[src/rtl/fifo_pkg.sv]
// -----------------------------------------------------------------------------
// fifo_pkg
// Constants and helpers shared by the FIFO family (param_fifo and future
// variants).
//   FIFO_DATA_W_DEF : default word width in bits
//   FIFO_DEPTH_DEF  : default entry count
//   fifo_cnt_w()    : width of an occupancy counter able to hold 0..depth
// -----------------------------------------------------------------------------
package fifo_pkg;

  localparam int FIFO_DATA_W_DEF = 8;
  localparam int FIFO_DEPTH_DEF  = 8;

  // The occupancy must represent DEPTH itself, hence one bit beyond the
  // address width.
  function automatic int fifo_cnt_w(input int depth);
    return $clog2(depth) + 1;
  endfunction

endpackage

[src/rtl/fifo_mem.sv]
// -----------------------------------------------------------------------------
// fifo_mem
// DEPTH x DATA_W storage with one synchronous write port and one
// asynchronous read port. The array has no reset.
// Ports:
//   clk      : write clock
//   we_i     : write enable
//   waddr_i  : write address
//   wdata_i  : write data
//   raddr_i  : read address
//   rdata_o  : read data (combinational from raddr_i)
// -----------------------------------------------------------------------------
module fifo_mem #(
  parameter int DATA_W = 8,
  parameter int DEPTH  = 8,
  localparam int AW    = $clog2(DEPTH)
) (
  input  logic              clk,
  input  logic              we_i,
  input  logic [AW-1:0]     waddr_i,
  input  logic [DATA_W-1:0] wdata_i,
  input  logic [AW-1:0]     raddr_i,
  output logic [DATA_W-1:0] rdata_o
);

  logic [DATA_W-1:0] mem_q [DEPTH];

  always_ff @(posedge clk) begin
    if (we_i) begin
      mem_q[waddr_i] <= wdata_i;
    end
  end

  // A read of the slot being written in the same cycle returns the old
  // word; the full-FIFO pass-through relies on this.
  assign rdata_o = mem_q[raddr_i];

endmodule

[src/rtl/param_fifo.sv]
// -----------------------------------------------------------------------------
// param_fifo
// Synchronous single-clock FIFO with occupancy count, almost-full/empty
// thresholds and sticky overflow/underflow flags.
//
// Build option: define PARAM_FIFO_FWFT_EN for first-word-fall-through
// (data_out shows the head word whenever the FIFO is not empty, 0 when
// empty). Without it data_out is a register loaded with the head word on
// the edge that accepts a read (one cycle latency) and held otherwise.
//
// Handshake: wr and rd are request strobes sampled on every rising edge.
// A write is taken when wr && (!full || rd); a read is taken when
// rd && !empty. A request that is not taken has no effect on pointers,
// count, memory or data_out; it only raises the matching sticky error
// flag (overflow for wr&&full&&!rd, underflow for rd&&empty).
//
// Ports:
//   clk, rst       : clock, asynchronous active-high reset
//   wr, data_in    : push request and data
//   rd             : pop request
//   err_clr        : clears overflow/underflow (a new error wins)
//   data_out       : read data
//   empty, full    : count==0, count==DEPTH
//   almost_empty   : count<=AE_LVL
//   almost_full    : count>=AF_LVL
//   fifo_cnt       : occupancy 0..DEPTH
//   overflow, underflow : sticky error flags
// -----------------------------------------------------------------------------
module param_fifo
  import fifo_pkg::*;
#(
  parameter int DATA_W = FIFO_DATA_W_DEF,
  parameter int DEPTH  = FIFO_DEPTH_DEF,
  parameter int AF_LVL = DEPTH - 2,
  parameter int AE_LVL = 2
) (
  input  logic                          clk,
  input  logic                          rst,
  input  logic                          wr,
  input  logic                          rd,
  input  logic [DATA_W-1:0]             data_in,
  input  logic                          err_clr,
  output logic [DATA_W-1:0]             data_out,
  output logic                          empty,
  output logic                          full,
  output logic                          almost_empty,
  output logic                          almost_full,
  output logic [fifo_cnt_w(DEPTH)-1:0]  fifo_cnt,
  output logic                          overflow,
  output logic                          underflow
);

  localparam int AW = $clog2(DEPTH);
  localparam int CW = fifo_cnt_w(DEPTH);

  localparam logic [CW-1:0] DEPTH_C = CW'(DEPTH);
  localparam logic [CW-1:0] AF_C    = CW'(AF_LVL);
  localparam logic [CW-1:0] AE_C    = CW'(AE_LVL);

  // Elaboration-time parameter checks.
  if (DATA_W < 1) begin : g_bad_width
    $error("param_fifo: DATA_W must be >= 1");
  end
  if (DEPTH < 2 || (DEPTH & (DEPTH - 1)) != 0) begin : g_bad_depth
    $error("param_fifo: DEPTH must be a power of two >= 2");
  end
  if (AF_LVL < 1 || AF_LVL > DEPTH - 1) begin : g_bad_af
    $error("param_fifo: AF_LVL must be in 1..DEPTH-1");
  end
  if (AE_LVL < 1 || AE_LVL > DEPTH - 1) begin : g_bad_ae
    $error("param_fifo: AE_LVL must be in 1..DEPTH-1");
  end

  logic [AW-1:0]     wr_ptr_q, wr_ptr_d;
  logic [AW-1:0]     rd_ptr_q, rd_ptr_d;
  logic [CW-1:0]     cnt_q, cnt_d;
  logic              ovf_q, ovf_d;
  logic              udf_q, udf_d;
  logic              wa, ra;
  logic [DATA_W-1:0] head;

  fifo_mem #(
    .DATA_W (DATA_W),
    .DEPTH  (DEPTH)
  ) u_mem (
    .clk     (clk),
    .we_i    (wa),
    .waddr_i (wr_ptr_q),
    .wdata_i (data_in),
    .raddr_i (rd_ptr_q),
    .rdata_o (head)
  );

  // Status decodes of the registered count.
  assign empty        = (cnt_q == '0);
  assign full         = (cnt_q == DEPTH_C);
  assign almost_empty = (cnt_q <= AE_C);
  assign almost_full  = (cnt_q >= AF_C);
  assign fifo_cnt     = cnt_q;
  assign overflow     = ovf_q;
  assign underflow    = udf_q;

  // A full FIFO still takes a write when a read frees the slot the same
  // cycle; an empty FIFO never takes a read, even alongside a write.
  assign wa = wr && (!full || rd);
  assign ra = rd && !empty;

  always_comb begin
    wr_ptr_d = wr_ptr_q;
    rd_ptr_d = rd_ptr_q;
    cnt_d    = cnt_q;
    ovf_d    = ovf_q;
    udf_d    = udf_q;

    if (wa) begin
      wr_ptr_d = wr_ptr_q + AW'(1);
    end
    if (ra) begin
      rd_ptr_d = rd_ptr_q + AW'(1);
    end
    if (wa && !ra) begin
      cnt_d = cnt_q + CW'(1);
    end else if (ra && !wa) begin
      cnt_d = cnt_q - CW'(1);
    end

    // A fresh error takes priority over a simultaneous clear.
    if (err_clr) begin
      ovf_d = 1'b0;
      udf_d = 1'b0;
    end
    if (wr && full && !rd) begin
      ovf_d = 1'b1;
    end
    if (rd && empty) begin
      udf_d = 1'b1;
    end
  end

  always_ff @(posedge clk or posedge rst) begin
    if (rst) begin
      wr_ptr_q <= '0;
      rd_ptr_q <= '0;
      cnt_q    <= '0;
      ovf_q    <= 1'b0;
      udf_q    <= 1'b0;
    end else begin
      wr_ptr_q <= wr_ptr_d;
      rd_ptr_q <= rd_ptr_d;
      cnt_q    <= cnt_d;
      ovf_q    <= ovf_d;
      udf_q    <= udf_d;
    end
  end

`ifdef PARAM_FIFO_FWFT_EN
  // Head word falls through; forced to zero while nothing is stored.
  assign data_out = empty ? '0 : head;
`else
  logic [DATA_W-1:0] dout_q, dout_d;

  always_comb begin
    dout_d = dout_q;
    if (ra) begin
      dout_d = head;
    end
  end

  always_ff @(posedge clk or posedge rst) begin
    if (rst) begin
      dout_q <= '0;
    end else begin
      dout_q <= dout_d;
    end
  end

  assign data_out = dout_q;
`endif

endmodule

[config.mk]
export PLATFORM = sky130hd
export DESIGN_NAME = param_fifo
export DESIGN_NICKNAME = d
export VERILOG_FILES = /design/src/rtl/fifo_pkg.sv /design/src/rtl/fifo_mem.sv /design/src/rtl/param_fifo.sv
export SDC_FILE = /design/constraint.sdc
export NUM_CORES = 1
export LEC_CHECK = 0
export CAP_MARGIN = 40
export CORE_ASPECT_RATIO = 0.8
export CORE_MARGIN = 4
export CORE_UTILIZATION = 53
export CTS_CLUSTER_SIZE = 28
export DETAILED_ROUTE_END_ITERATION = 16
export HOLD_SLACK_MARGIN = 0.08
export PLACE_DENSITY = 0.83
export SYNTH_ARGS = -nofsm -noshare
export SYNTH_HDL_FRONTEND = slang
export SYNTH_SLANG_ARGS = --single-unit
[constraint.sdc]
create_clock -name clk -period 6.55 [get_ports clk]
set_input_delay 1.31 -clock clk [delete_from_list [all_inputs] [get_ports clk]]
set_output_delay 1.31 -clock clk [all_outputs]
set_load 0.05 [all_outputs]
==> results by group, run 1 <==
Worst hold path
  • Min-Delay Endpoint: data_out[1]
  • Origin of the worst min-delay path: data_out[1]
  • Path class of the lowest-slack min-delay path: flip-flop to flip-flop
  • Depth of the worst hold-timing path: 2

GRT
  • Met1 layer usage reported by global route: 21.2%
  • Leftover overflow at the end of global routing: 0
  • Largest net degree at the start of global routing: 35
  • Total routing usage reported by global routing: 17.0%
  • Vias in the first global route: 1,941
  • Global route hottest layer: met2
  • Number of antenna violations at the first check in global routing: 0
  • Wire length of the first global-routing pass: 9910 µm
  • Met3 track demand over resource: 5.73%
  • Met2 GRT Util: 28.7%

Critical path
  • Data required time at the worst endpoint: 6790 ps
  • Reg-to-Reg End: fifo_cnt[3]
  • Cell family contributing the most delay on the critical path: compound AO/OA/AOI/OAI gates
  • Arrival time of data at the critical path endpoint: 4190 ps
  • CP Launch Type: input pin
  • R2r startpoint: fifo_cnt[0]
  • Peak fanout along the critical path: 20
  • Critical path's most frequent cell: sky130_fd_sc_hd__ha_1
  • CP cell instances: clkdlybuf4s50_1, nand2b_1, ha_1, inv_1, ha_1, a21o_1, a2111oi_0, a31oi_1, a221o_1
  • Number of buffer and inverter stages on the critical path: 2
  • Endpoint kind of the worst setup timing path: flip-flop
  • Worst r2r path cells: 9
  • R2r setup slk: 3000 ps
  • Startpoint of the worst setup timing path: rd
  • Maximum single-stage delay on the critical path: 570 ps
  • Worst Setup Path Type: input pin to flip-flop
  • Crit-path slowest cell: sky130_fd_sc_hd__clkdlybuf4s50_1

Logic synthesis
  • Synth Flop Type: sky130_fd_sc_hd__edfxtp_1
  • Most common library cells after synthesis: sky130_fd_sc_hd__edfxtp_1, sky130_fd_sc_hd__dfrtp_1, sky130_fd_sc_hd__mux2_2
  • Total standard cell area after synthesis: 3460 µm²
  • Cells after synthesis: 220
  • Distinct cell type count of the synthesized netlist: 35
  • Fraction of registers with async set or reset after synthesis: 23.8%
  • Mean area per synthesized cell: 15.7 µm²
  • Cell type contributing the most total cell area after synthesis: sky130_fd_sc_hd__edfxtp_1
  • Register area share after synthesis: 70.1%
  • Synthesized flop and latch total: 84
  • Area share of the leading cell type in the synthesized netlist: 55.6%
  • Cell with the most instances after synthesis: sky130_fd_sc_hd__edfxtp_1
  • Mapped Nets: 239
  • Post-synth EDFFs: 64
  • Yosys warning count: 0
  • Most area-consuming cells after synthesis: sky130_fd_sc_hd__edfxtp_1, sky130_fd_sc_hd__dfrtp_1, sky130_fd_sc_hd__mux2_2

STA
  • Share of the cycle needed by the critical path after routing: 60.3%
  • Clock period minus final worst setup slack: 3950 ps
  • Number of setup violations in the final report: 0
  • Final Hold Slack: 487 ps
  • Transition at the pin with the smallest max-transition slack: 872 ps
  • RSZ-0062 raised after global routing: false
  • TNS Setup: 0 ps
  • Max Clock Skew: 6.47 ps
  • Max-slew violation count: 0
  • Number of hold-slack violations in the final timing report: 0
  • Headroom to the max-slew limit: 41.7%
  • Max Fclk: 253 MHz

Clock network
  • Reg clk slew, reported paths: 90 ps
  • Clock Tree Root: sky130_fd_sc_hd__clkbuf_8
  • CTS Buffer Depth: 2
  • CTS sink cnt: 84
  • Post-cts hold buffer count: 0
  • Buffer count from post-CTS setup fixing: 0
  • Post-cts gate resize count: 0
  • Clock insertion delay at the later pin of the skew report: 350 ps
  • Clock tree from TritonCTS: built
  • Number of buffers created by CTS: 9
  • H-Tree Depth: 3

Final layout
  • Antenna diode count: 0
  • Post-synthesis to final-layout area growth: 16.8%
  • Filler cells: 488
  • Post-layout nets: 278
  • Fraction of final layout cells with drive strength greater than 1: 17.4%

Power and ir drop
  • Power per cell area: 473 nW/µm²
  • Largest voltage drop on the vdd net: 0.228 mV
  • Leak pwr: 0.00147 µW

Status
  • Status: finished clean

Floorplanning
  • Die boundary height: 80.2 µm
  • Initial Utilization: 54.5%
  • Area of the core: 6340 µm²
  • Die Footprint: 7880 µm²
  • DIE WIDTH: 98.3 µm
  • Site Rows: 26
  • Number of top-level pins: 31

Route
  • Number of nets with antenna violations after detailed routing: 0
  • First DRT Iteration DRCs: 137
  • Mean routed wirelength per cell: 17.9 µm
  • Total Routed Length: 6230 µm
  • Overall via count from detail_route: 1,914
  • Total iterations of the first detailed-routing run: 5
  • Via density: 5.50
  • DRC errors left: 0

Run
  • Number of max-cap violations: 0

Place
  • Count of buffers from port buffering: 30
  • Routability cong.: 0.802
  • Post-detail-place hpwl: 4080 µm
==> worst max path at each step <==
stage | end | slack, ps | depth (start not counted)
after detailed placement | fifo_cnt[3] | 2260 | 9
after global routing | fifo_cnt[3] | 2370 | 9
final | fifo_cnt[3] | 2600 | 9
after global placement | fifo_cnt[3] | 2390 | 9
after CTS | fifo_cnt[3] | 2620 | 9
after floorplan | fifo_cnt[3] | 2160 | 10
==> logic make-up after synthesis <==
kind of cell    share of synthesized area, %
compound gates                          7.71
xor+xnor                                1.52
fa+ha+maj                               2.39
buf+inv                                 2.64
flops                                   70.1
mux                                     10.5
simple gates                            5.14
==> flip-flops by register name, summed over array words and instances (netlist names) <==
name	count
data_out	8
fifo_cnt	4
overflow	1
rd_ptr_q	3
u_mem.mem_q	64
underflow	1
wr_ptr_q	3
==> worst reg2reg max path, delay by kind of cell, from the launching register on <==
family | cells | cell delay (ps)
flip-flops | 1 | 490
AO/OA/AOI/OAI | 4 | 1040
adder cells (fa/ha/maj) | 2 | 610
AND/OR/NAND/NOR | 2 | 1190
buffers and inverters | 1 | 120
==> area by class of cell <==
cell class	count	area (µm²)	share of cell area [%]
repair buffers	37	353	8.74
well taps	84	105	2.60
clock inverters	7	58.8	1.46
flip-flops and latches	84	2420	60.0
inverters	8	30.0	0.744
multi-input cells	119	942	23.3
clock buffers	9	124	3.07
==> layout by cell type, fill, tap and decap left out, types with 4 or more instances in the layout <==
master and instances:
sky130_fd_sc_hd__edfxtp_1 64, sky130_fd_sc_hd__clkdlybuf4s50_1 30, sky130_fd_sc_hd__dfrtp_1 20, sky130_fd_sc_hd__mux2_2 18, sky130_fd_sc_hd__mux2i_1 16, sky130_fd_sc_hd__nand2_1 16, sky130_fd_sc_hd__o21ai_0 10, sky130_fd_sc_hd__a221o_1 9
sky130_fd_sc_hd__clkbuf_8 9, sky130_fd_sc_hd__o22ai_1 8, sky130_fd_sc_hd__inv_1 7, sky130_fd_sc_hd__buf_4 7, sky130_fd_sc_hd__nor2_1 6, sky130_fd_sc_hd__xnor2_1 5, sky130_fd_sc_hd__nor3_1 5, sky130_fd_sc_hd__ha_1 5
sky130_fd_sc_hd__nand2b_1 4
==> where the power goes <==
part	internal [µW]	switching, µW	total [µW]
Sequential	696	82.8	779
Combinational	316	476	793
Clock	144	193	337
Total	1160	753	1910
==> metal layers <==
| metal | vias up | part of all wire (%) |
|---|---|---|
| met5 | - | 0 |
| met4 | 0 | 0.43 |
| met3 | 2 | 6.4 |
| met2 | 51 | 51 |
| met1 | 946 | 42 |
| li1 | 915 | - |
==> per-stage QoR <==
stage / setup slack [ps] / power [µW] / cell area [µm²] / util, % / cells
2_1_floorplan: 2160 / 1360 / 3460 / - / 220
3_3_place_gp: 2390 / 1560 / 3840 / 60.6 / 331
3_5_place_dp: 2260 / 1590 / 3850 / 60.7 / 332
4_1_cts: 2620 / 1920 / 4040 / 63.6 / 348
5_1_grt: 2370 / 2020 / 4040 / 63.6 / 348
6_report: 2600 / 1910 / 4040 / 63.6 / 348
No activity file was read; power rests on OpenSTA's default activity.
==> run 2, diff against run 1 <==
- clock period: 6.55 -> 3.69 ns (I/O delays scaled with it)
==> results by group, run 2 (same netlist as run 1, synthesis figures left out) <==
Power and ir drop
  • Leak pwr: 0.00147 µW (about the same)
  • Net Switching: 1310 µW (was 753 µW)
  • Relative contribution of combinational cells to total power: 42.4% (was 41.5%)
  • Switching portion of total power: 39.1% (was 39.4%)
  • Int Pwr: 2050 µW (was 1160 µW)
  • Power per cell area: 830 nW/µm² (was 473 nW/µm²)
  • Share of total power in the clock network: 16.2% (was 17.7%)
  • Relative contribution of sequential cells to total power: 41.4% (was 40.8%)
  • Largest voltage drop on the vdd net: 0.378 mV (was 0.228 mV)

Critical path
  • CP Launch Type: flip-flop (was input pin)
  • Arrival time of data at the critical path endpoint: 3530 ps (was 4190 ps)
  • R2r startpoint: fifo_cnt[0] (unchanged)
  • Reg-to-Reg End: fifo_cnt[3] (unchanged)
  • Peak fanout along the critical path: 7 (was 20)
  • R2r setup slk: 390 ps (was 3000 ps)
  • Worst r2r path cells: 10 (was 9)
  • Endpoint kind of the worst setup timing path: flip-flop (unchanged)
  • Worst Setup Path Type: flip-flop to flip-flop (was input pin to flip-flop)
  • Data required time at the worst endpoint: 3920 ps (was 6790 ps)

GRT
  • Vias in the first global route: 2,012 (was 1,941)
  • Leftover overflow at the end of global routing: 0 (unchanged)
  • Wire length of the first global-routing pass: 10,700 µm (was 9910 µm)
  • Total routing usage reported by global routing: 18.4% (was 17.0%)
  • Largest net degree at the start of global routing: 35 (unchanged)
  • Number of antenna violations at the first check in global routing: 0 (unchanged)

STA
  • Transition at the pin with the smallest max-transition slack: 889 ps (was 872 ps)
  • TNS Setup: 0 ps (unchanged)
  • Headroom to the max-slew limit: 40.5% (was 41.7%)
  • RSZ-0062 raised after global routing: false (unchanged)
  • Max Clock Skew: 8.16 ps (was 6.47 ps)
  • Number of hold-slack violations in the final timing report: 0 (unchanged)
  • Clock period minus final worst setup slack: 3300 ps
  • Max Fclk: 303 MHz
  • Share of the cycle needed by the critical path after routing: 89.3%
  • Number of setup violations in the final report: 0 (unchanged)
  • Final Hold Slack: 478 ps (was 487 ps)
  • Max-slew violation count: 0 (unchanged)

Floorplanning
  • DIE WIDTH: 98.3 µm (unchanged)
  • Site Rows: 26 (unchanged)
  • Die boundary height: 80.2 µm (unchanged)
  • Die Footprint: 7880 µm² (unchanged)
  • Area of the core: 6340 µm² (unchanged)
  • Initial Utilization: 54.5% (unchanged)
  • Number of top-level pins: 31 (unchanged)

Clock network
  • Buffer count from post-CTS setup fixing: 0 (unchanged)
  • H-Tree Depth: 3 (unchanged)
  • CTS Buffer Depth: 2 (unchanged)
  • Clock insertion delay at the later pin of the skew report: 350 ps (about the same)
  • Post-cts hold buffer count: 0 (unchanged)
  • Clock tree from TritonCTS: built (unchanged)
  • Post-cts gate resize count: 0 (unchanged)
  • Reg clk slew, reported paths: 80 ps (was 90 ps)
  • Clock Tree Root: sky130_fd_sc_hd__clkbuf_8 (unchanged)
  • CTS sink cnt: 84 (unchanged)
  • Number of buffers created by CTS: 9 (unchanged)

Final layout
  • Max FFs per register: 64 (unchanged)
  • Largest Register: u_mem.mem_q (unchanged)
  • Post-layout nets: 280 (was 278)
  • Commonest non-fill, non-tap cells in the layout: sky130_fd_sc_hd__edfxtp_1, sky130_fd_sc_hd__clkdlybuf4s50_1, sky130_fd_sc_hd__dfrtp_1 (unchanged)
  • Post-synthesis to final-layout area growth: 17.2% (was 16.8%)
  • Antenna diode count: 0 (unchanged)
  • Most frequent standard cell in the layout excluding fill and tap cells: sky130_fd_sc_hd__edfxtp_1 (unchanged)
  • Fraction of final layout cells with drive strength greater than 1: 17.3% (was 17.4%)
  • Filler cells: 481 (was 488)
  • Post-Layout Inst Area: 4050 µm² (was 4040 µm²)
  • Post-Route Utilization: 63.8% (was 63.6%)

Place
  • Routability cong.: 0.757 (was 0.802)
  • Post-detail-place hpwl: 4270 µm (was 4080 µm)
  • Count of buffers from port buffering: 30 (unchanged)
  • Post-detailed-placement cell area: 3890 µm² (was 3850 µm²)

Worst hold path
  • Path class of the lowest-slack min-delay path: flip-flop to flip-flop (unchanged)
  • Origin of the worst min-delay path: data_out[0] (was data_out[1])
  • Min-Delay Endpoint: data_out[0] (was data_out[1])
  • Depth of the worst hold-timing path: 2 (unchanged)

Route
  • Overall via count from detail_route: 1,927 (was 1,914)
  • DRC errors left: 0 (unchanged)
  • Total Routed Length: 6570 µm (was 6230 µm)
  • Total iterations of the first detailed-routing run: 4 (was 5)
  • First DRT Iteration DRCs: 111 (was 137)
  • Mean routed wirelength per cell: 18.8 µm (was 17.9 µm)
  • Via density: 5.51 (was 5.50)
  • Number of nets with antenna violations after detailed routing: 0 (unchanged)

Run
  • Number of max-cap violations: 0 (unchanged)

Status
  • Status: finished clean (unchanged)
## run 2: layout make-up
type | count | area [µm²] | share of cell area (%)
flip-flops and latches | 84 | 2420 | 59.8
multi-input cells | 119 | 957 | 23.6
repair buffers | 39 | 375 | 9.27
clock buffers | 11 | 131 | 3.24
well taps | 84 | 105 | 2.60
inverters | 8 | 30.0 | 0.741
clock inverters | 5 | 28.8 | 0.711
## run 2: power groups by stage
stage,registers [µW],logic [µW],clock network [µW]
2_1_floorplan,1630,794,0
3_3_place_gp,1390,1390,0
3_5_place_dp,1410,1430,0
4_1_cts,1390,1440,566
5_1_grt,1420,1530,601
6_report,1390,1430,544
## run 2: how the worst max path moves through the flow
stage	start	end	slack, ps	cells after the start
global placement	rd	fifo_cnt[3]	420	10
CTS	fifo_cnt[0]	fifo_cnt[3]	400	10
global route	fifo_cnt[0]	fifo_cnt[3]	190	10
floorplan	fifo_cnt[0]	fifo_cnt[3]	280	10
detailed placement	rd	fifo_cnt[3]	230	10
finish	fifo_cnt[0]	fifo_cnt[3]	390	10
## run 2: layer usage
layer	vias up	GRT usage (%)	routed length, µm
li1	920	-	-
met4	0	5.32	68
met3	9	5.82	358
met5	-	0	0
met1	953	23.1	2870
met2	45	30.8	3270
## run 2: critical path: stages, from the launching register on
cell and delay (ps):
sky130_fd_sc_hd__dfrtp_1 500, sky130_fd_sc_hd__or4b_4 610, sky130_fd_sc_hd__o21ai_4 250, sky130_fd_sc_hd__inv_2 90
sky130_fd_sc_hd__ha_1 230, sky130_fd_sc_hd__inv_1 170, sky130_fd_sc_hd__ha_1 250, sky130_fd_sc_hd__a21o_1 210
sky130_fd_sc_hd__a2111oi_0 460, sky130_fd_sc_hd__a31oi_1 80, sky130_fd_sc_hd__a221o_1 320
## run 2: per-stage QoR
stage / instances / worst slack (ps) / power (µW)
after CTS: 350 / 401 / 3400
after global routing: 350 / 185 / 3550
after floorplan: 220 / 281 / 2430
after detailed placement: 334 / 233 / 2840
after global placement: 333 / 418 / 2790
final: 350 / 394 / 3360
==> patch 1: new RTL, config.mk and constraints of run 2 <==
The package constant `FIFO_DATA_W_DEF` goes from 8 to 6.
--- a/src/rtl/fifo_pkg.sv
+++ b/src/rtl/fifo_pkg.sv
@@ -8,7 +8,7 @@
 // -----------------------------------------------------------------------------
 package fifo_pkg;
 
-  localparam int FIFO_DATA_W_DEF = 8;
+  localparam int FIFO_DATA_W_DEF = 6;
   localparam int FIFO_DEPTH_DEF  = 8;
 
   // The occupancy must represent DEPTH itself, hence one bit beyond the
Ports: changed (resized data_in and data_out); port bits go from 31 to 27. The function was not compared with the original's and may differ.
==> patch 1 against run 2 <==
  * Via count decreased by 16%
  * Area after synthesis shrank 20%
  * Cell area shrank 18%
  * Wire length down 21%
  * Hold slack about the same
  * Utilization rose by 2.5 points
  * Sequential cell count is 18 lower
  * Critical path type unchanged
  * Total power down 13%
  * Sequential power shrank 18%
  * Largest power group unchanged
  * Non-clock buffer count fell by 6
  * Setup slack better by 0.0039 ns
==> patch 1: results (changes against run 2) <==
Synth
  • EDFF count, synth: 48 (was 64)
  • Area contributors post-synth: edfxtp_1, dfrtp_1, mux2_2, mux2i_1, a221o_1 (unchanged)
  • Net Count, Synth: 199 (was 239)
  • Async SR Flop Fraction: 0.2727 (was 0.2381)
  • Count of different cell masters after synthesis: 33 (was 35)
  • Commonest cells post-synth: edfxtp_1, dfrtp_1, mux2_2, nand2_1, mux2i_1 (was edfxtp_1, dfrtp_1, mux2_2)
  • Seq/Total Area, Yosys: 0.6829 (was 0.7009)

Global route
  • GRT Total Usage: 0.1813 (was 0.1837)
  • First-pass GRT wire length: 8528 um (was 10650 um)
  • Grt met2 use: 0.2974 (was 0.3084)
  • M1 GR Usage: 0.2206 (was 0.2311)
  • Grt met3 use: 0.05643 (was 0.05816)
  • Largest net degree at the start of global routing: 19 (was 35)

Route
  • Iter 0 DRT Violations: 81 (was 111)
  • Metal2 WL: 2536 um (was 3270 um)
  • DR vias: 1610 (was 1927)
  • Met1 WL: 2345 um (was 2868 um)
  • Routed wl met3: 214 um (was 358 um)
  • Routed vias/inst: 5.590 (was 5.506)
  • DRT Wirelength: 5181 um (was 6566 um)

Placed design
  • Placement-stage cell area: 0.003134 mm2 (was 0.003890 mm2)
  • Post-Place Cells: 272 (was 334)
  • Port bufs: 26 (was 30)
  • Worst slack at placement: 0.2533 ns (was 0.2335 ns)
  • DP HPWL: 3562 um (was 4265 um)
  • Gpl congestion: 0.8694 (was 0.7574)

Power
  • Worst VDD drop: 0.8045 mV (was 0.3782 mV)
  • Clock share of power: 0.206 (was 0.162)
  • Lkg Pwr: 1.247 nW (was 1.468 nW)
  • Seq power: 1.14 mW (was 1.39 mW)
  • Switching power: 1.148 mW (was 1.315 mW)

Run status
  • Status: completed (unchanged)

STA
  • Clk_skew: 0.01315 ns (was 0.008157 ns)
  • Tmin final: 3.292 ns (was 3.296 ns)
  • Max_slew headroom: 0.5484 (was 0.4051)
  • Hold Worst Slack: 0.4785 ns (was 0.4782 ns)

Finish
  • Fillers: 373 (was 481)
  • Max reg flops: 48 (was 64)
  • Final layout net count: 238 (was 280)

Setup path
  • Arr. time, crit path: 3.51 ns (was 3.53 ns)
## patch 1: cell types whose count changed in the layout (fill, tap and decap cells not counted), sizes merged, moves of 3 or more
cell,delta
edfxtp,-16
mux2i,-4
clkdlybuf4s50,-4
inv,+3
mux2,-4
## patch 1: final cells by class
type / count / area, um2 / area share
Sequential cell: 66 / 1892 / 0.5665
Tap cell: 62 / 77.57 / 0.02323
Clock buffer: 12 / 176.4 / 0.05283
Timing Repair Buffer: 33 / 312.8 / 0.09367
Multi-Input combinational cell: 103 / 822.0 / 0.2462
Inverter: 8 / 30.03 / 0.008992
Clock inverter: 4 / 28.78 / 0.008617
## patch 1: logic make-up after synthesis
group / after synthesis / synth area share
XOR/XNOR: 6 / 0.01897
multiplexers: 26 / 0.1003
AND/OR/NAND/NOR: 35 / 0.06143
adder cells (fa/ha/maj): 6 / 0.02981
buffers and inverters: 13 / 0.02574
AO/OA/AOI/OAI: 30 / 0.08086
flip-flops: 66 / 0.6829
==> patch 2: new RTL, config.mk and constraints of run 2 <==
Made on the original files. Register the output `fifo_cnt` once more; this adds one clock of latency there. The other outputs are not delayed to match.
--- a/src/rtl/param_fifo.sv
+++ b/src/rtl/param_fifo.sv
@@ -96,7 +96,9 @@
   assign full         = (cnt_q == DEPTH_C);
   assign almost_empty = (cnt_q <= AE_C);
   assign almost_full  = (cnt_q >= AF_C);
-  assign fifo_cnt     = cnt_q;
+  always_ff @(posedge clk) begin
+    fifo_cnt <= cnt_q;
+  end
   assign overflow     = ovf_q;
   assign underflow    = udf_q;
 
Formal check against the unedited RTL: not equivalent (a bounded check fails within 4 cycles, from zero or initial values and one cycle with rst high).
==> patch 2 against run 2 <==
  * Hold slack better by 0.011 ns
  * Critical path depth down 7
  * Sequential power rose by 6%
  * Highest routed layer unchanged
  * Die area is 2.2% higher
  * Synthesized cell count is 2.7% higher
  * Area after synthesis grew 2.4%
  * Cell area up 3.7%
  * Critical path type is now reg2out
  * Setup slack better by 0.24 ns
  * Sequential cell count is 4 higher
  * Largest power group unchanged
  * Sequential share of layout area down 0.25 points
  * Global-route usage shrank 0.093 points
  * Largest cell class unchanged
  * Clock power up 24%
  * Wire length increased by 2.0%
  * Total power increased by 7.9%
==> patch 2: results (changes against run 2) <==
Run status
  • Status: completed (unchanged)

Setup path
  • Crit Path Max Fanout: 8 (was 7)
  • R2R setup slack: 0.66 ns (was 0.39 ns)
  • CP top delay family: buffers and inverters (was compound AO/OA/AOI/OAI gates)
  • Arr. time, crit path: 2.32 ns (was 3.53 ns)
  • Worst reg2reg startpoint: cnt_q[1] (was fifo_cnt[0])
  • R2R depth: 9 (was 10)
  • Max incr delay on CP: 0.79 ns (was 0.61 ns)
  • Crit path max-delay cell type: clkdlybuf4s50_1 (was or4b_4)
  • Reg-to-reg critical path endpoint: cnt_q[3] (was fifo_cnt[3])

Power
  • Comb power frac: 0.411 (was 0.424)
  • Switching power: 1.395 mW (was 1.315 mW)
  • Clock share of power: 0.186 (was 0.162)
  • Lkg Pwr: 1.544 nW (was 1.468 nW)
  • P_comb: 1.49 mW (was 1.43 mW)
  • Worst VDD drop: 0.6135 mV (was 0.3782 mV)

Clock tree
  • Htree depth: 3 (unchanged)
  • # Post-CTS Setup Buffers: 0 (unchanged)

Global route
  • Largest net degree at the start of global routing: 21 (was 35)
  • First-pass GRT wire length: 10840 um (was 10650 um)
  • Vias in the first global route: 2089 (was 2012)
  • GRT Total Usage: 0.1828 (was 0.1837)

Synth
  • Seq/Total Area, Yosys: 0.7070 (was 0.7009)
  • Area contributors post-synth: edfxtp_1, dfrtp_1, mux2_2, mux2i_1, a221o_1 (unchanged)
  • Commonest cells post-synth: edfxtp_1, dfrtp_1, mux2_2, nand2_1, mux2i_1 (was edfxtp_1, dfrtp_1, mux2_2)
  • Async SR Flop Fraction: 0.2273 (was 0.2381)
  • Net Count, Synth: 245 (was 239)
  • Syn Inst Count: 226 (was 220)
  • Yosys warns: 0 (unchanged)

Placed design
  • Gpl congestion: 0.7866 (was 0.7574)
  • Worst slack at placement: 0.4935 ns (was 0.2335 ns)
  • Placement-stage cell area: 0.004000 mm2 (was 0.003890 mm2)
  • DP HPWL: 4332 um (was 4265 um)
  • Post-Place Cells: 341 (was 334)

STA
  • Hold Worst Slack: 0.4889 ns (was 0.4782 ns)
  • Worst slew pin tran: 0.8379 ns (was 0.8890 ns)
  • Clk_skew: 0.01156 ns (was 0.008157 ns)

Finish
  • Most flop-heavy register: u_mem.mem_q (unchanged)
  • Final layout net count: 287 (was 280)
  • Layout cells sized above 1: 0.1832 (was 0.1729)
  • Fin cells: 357 (was 350)
  • Fillers: 464 (was 481)

Route
  • Iter 0 DRT Violations: 154 (was 111)
  • Wirelength per Cell: 18.76 um (about the same)
  • DR vias: 1996 (was 1927)

Worst hold path
  • HP Class: reg2reg (unchanged)
  • Worst hold path endpoint: data_out[2] (was data_out[0])
  • Hold_sp: data_out[2] (was data_out[0])
patch 2: cell types whose count changed in the layout (fill, tap and decap cells not counted), moves of 2 or more:
cell,delta
inv_6,+2
dfxtp_1,+4
nor3_1,+2
nand2_1,+2
clkbuf_1,-2
clkinv_4,+2
patch 2: final cells by class:
type	instances	area, um2	area share
flip-flops and latches	88	2502	0.5956
multi-input cells	121	954.7	0.2272
repair buffers	40	407.9	0.09708
clock buffers	9	123.9	0.02948
well taps	84	105.1	0.02501
clock inverters	7	77.57	0.01846
inverters	8	30.03	0.007147
patch 2: logic make-up after synthesis:
kind of cell | Yosys count | synth area share
flops | 88 | 0.7070
compound gates | 35 | 0.07211
buf+inv | 17 | 0.02510
fa+ha+maj | 6 | 0.02333
simple gates | 39 | 0.05231
mux | 35 | 0.1053
xor+xnor | 6 | 0.01485
patch 2: per-layer routing:
metal / up-vias / track usage / part of all wire
met3: 9 / 0.04893 / 0.055
met5: - / 0 / 0
met1: 988 / 0.2321 / 0.44
li1: 944 / - / -
met2: 55 / 0.3110 / 0.49
met4: 0 / 0.05593 / 0.0075
patch 2: worst register-to-register path, cell delays in order, from the launching register on:
cell       delay (ns)
dfrtp_1          0.49
or4b_4           0.61
o21ai_4          0.24
inv_2            0.10
ha_1             0.23
inv_1            0.16
ha_1             0.26
a21o_1           0.21
a2111oi_0        0.47
o31ai_1          0.15
patch 2: worst max-delay path by stage:
stage / slack [ns] / from / endpoint / cells after the start
final: 0.63 / cnt_q[1] / full / 3
after global routing: 0.54 / cnt_q[1] / cnt_q[3] / 9
after CTS: 0.61 / cnt_q[1] / full / 3
after detailed placement: 0.49 / rd / cnt_q[3] / 9
after global placement: 0.62 / rd / cnt_q[3] / 9
after floorplan: 0.39 / cnt_q[1] / cnt_q[3] / 9
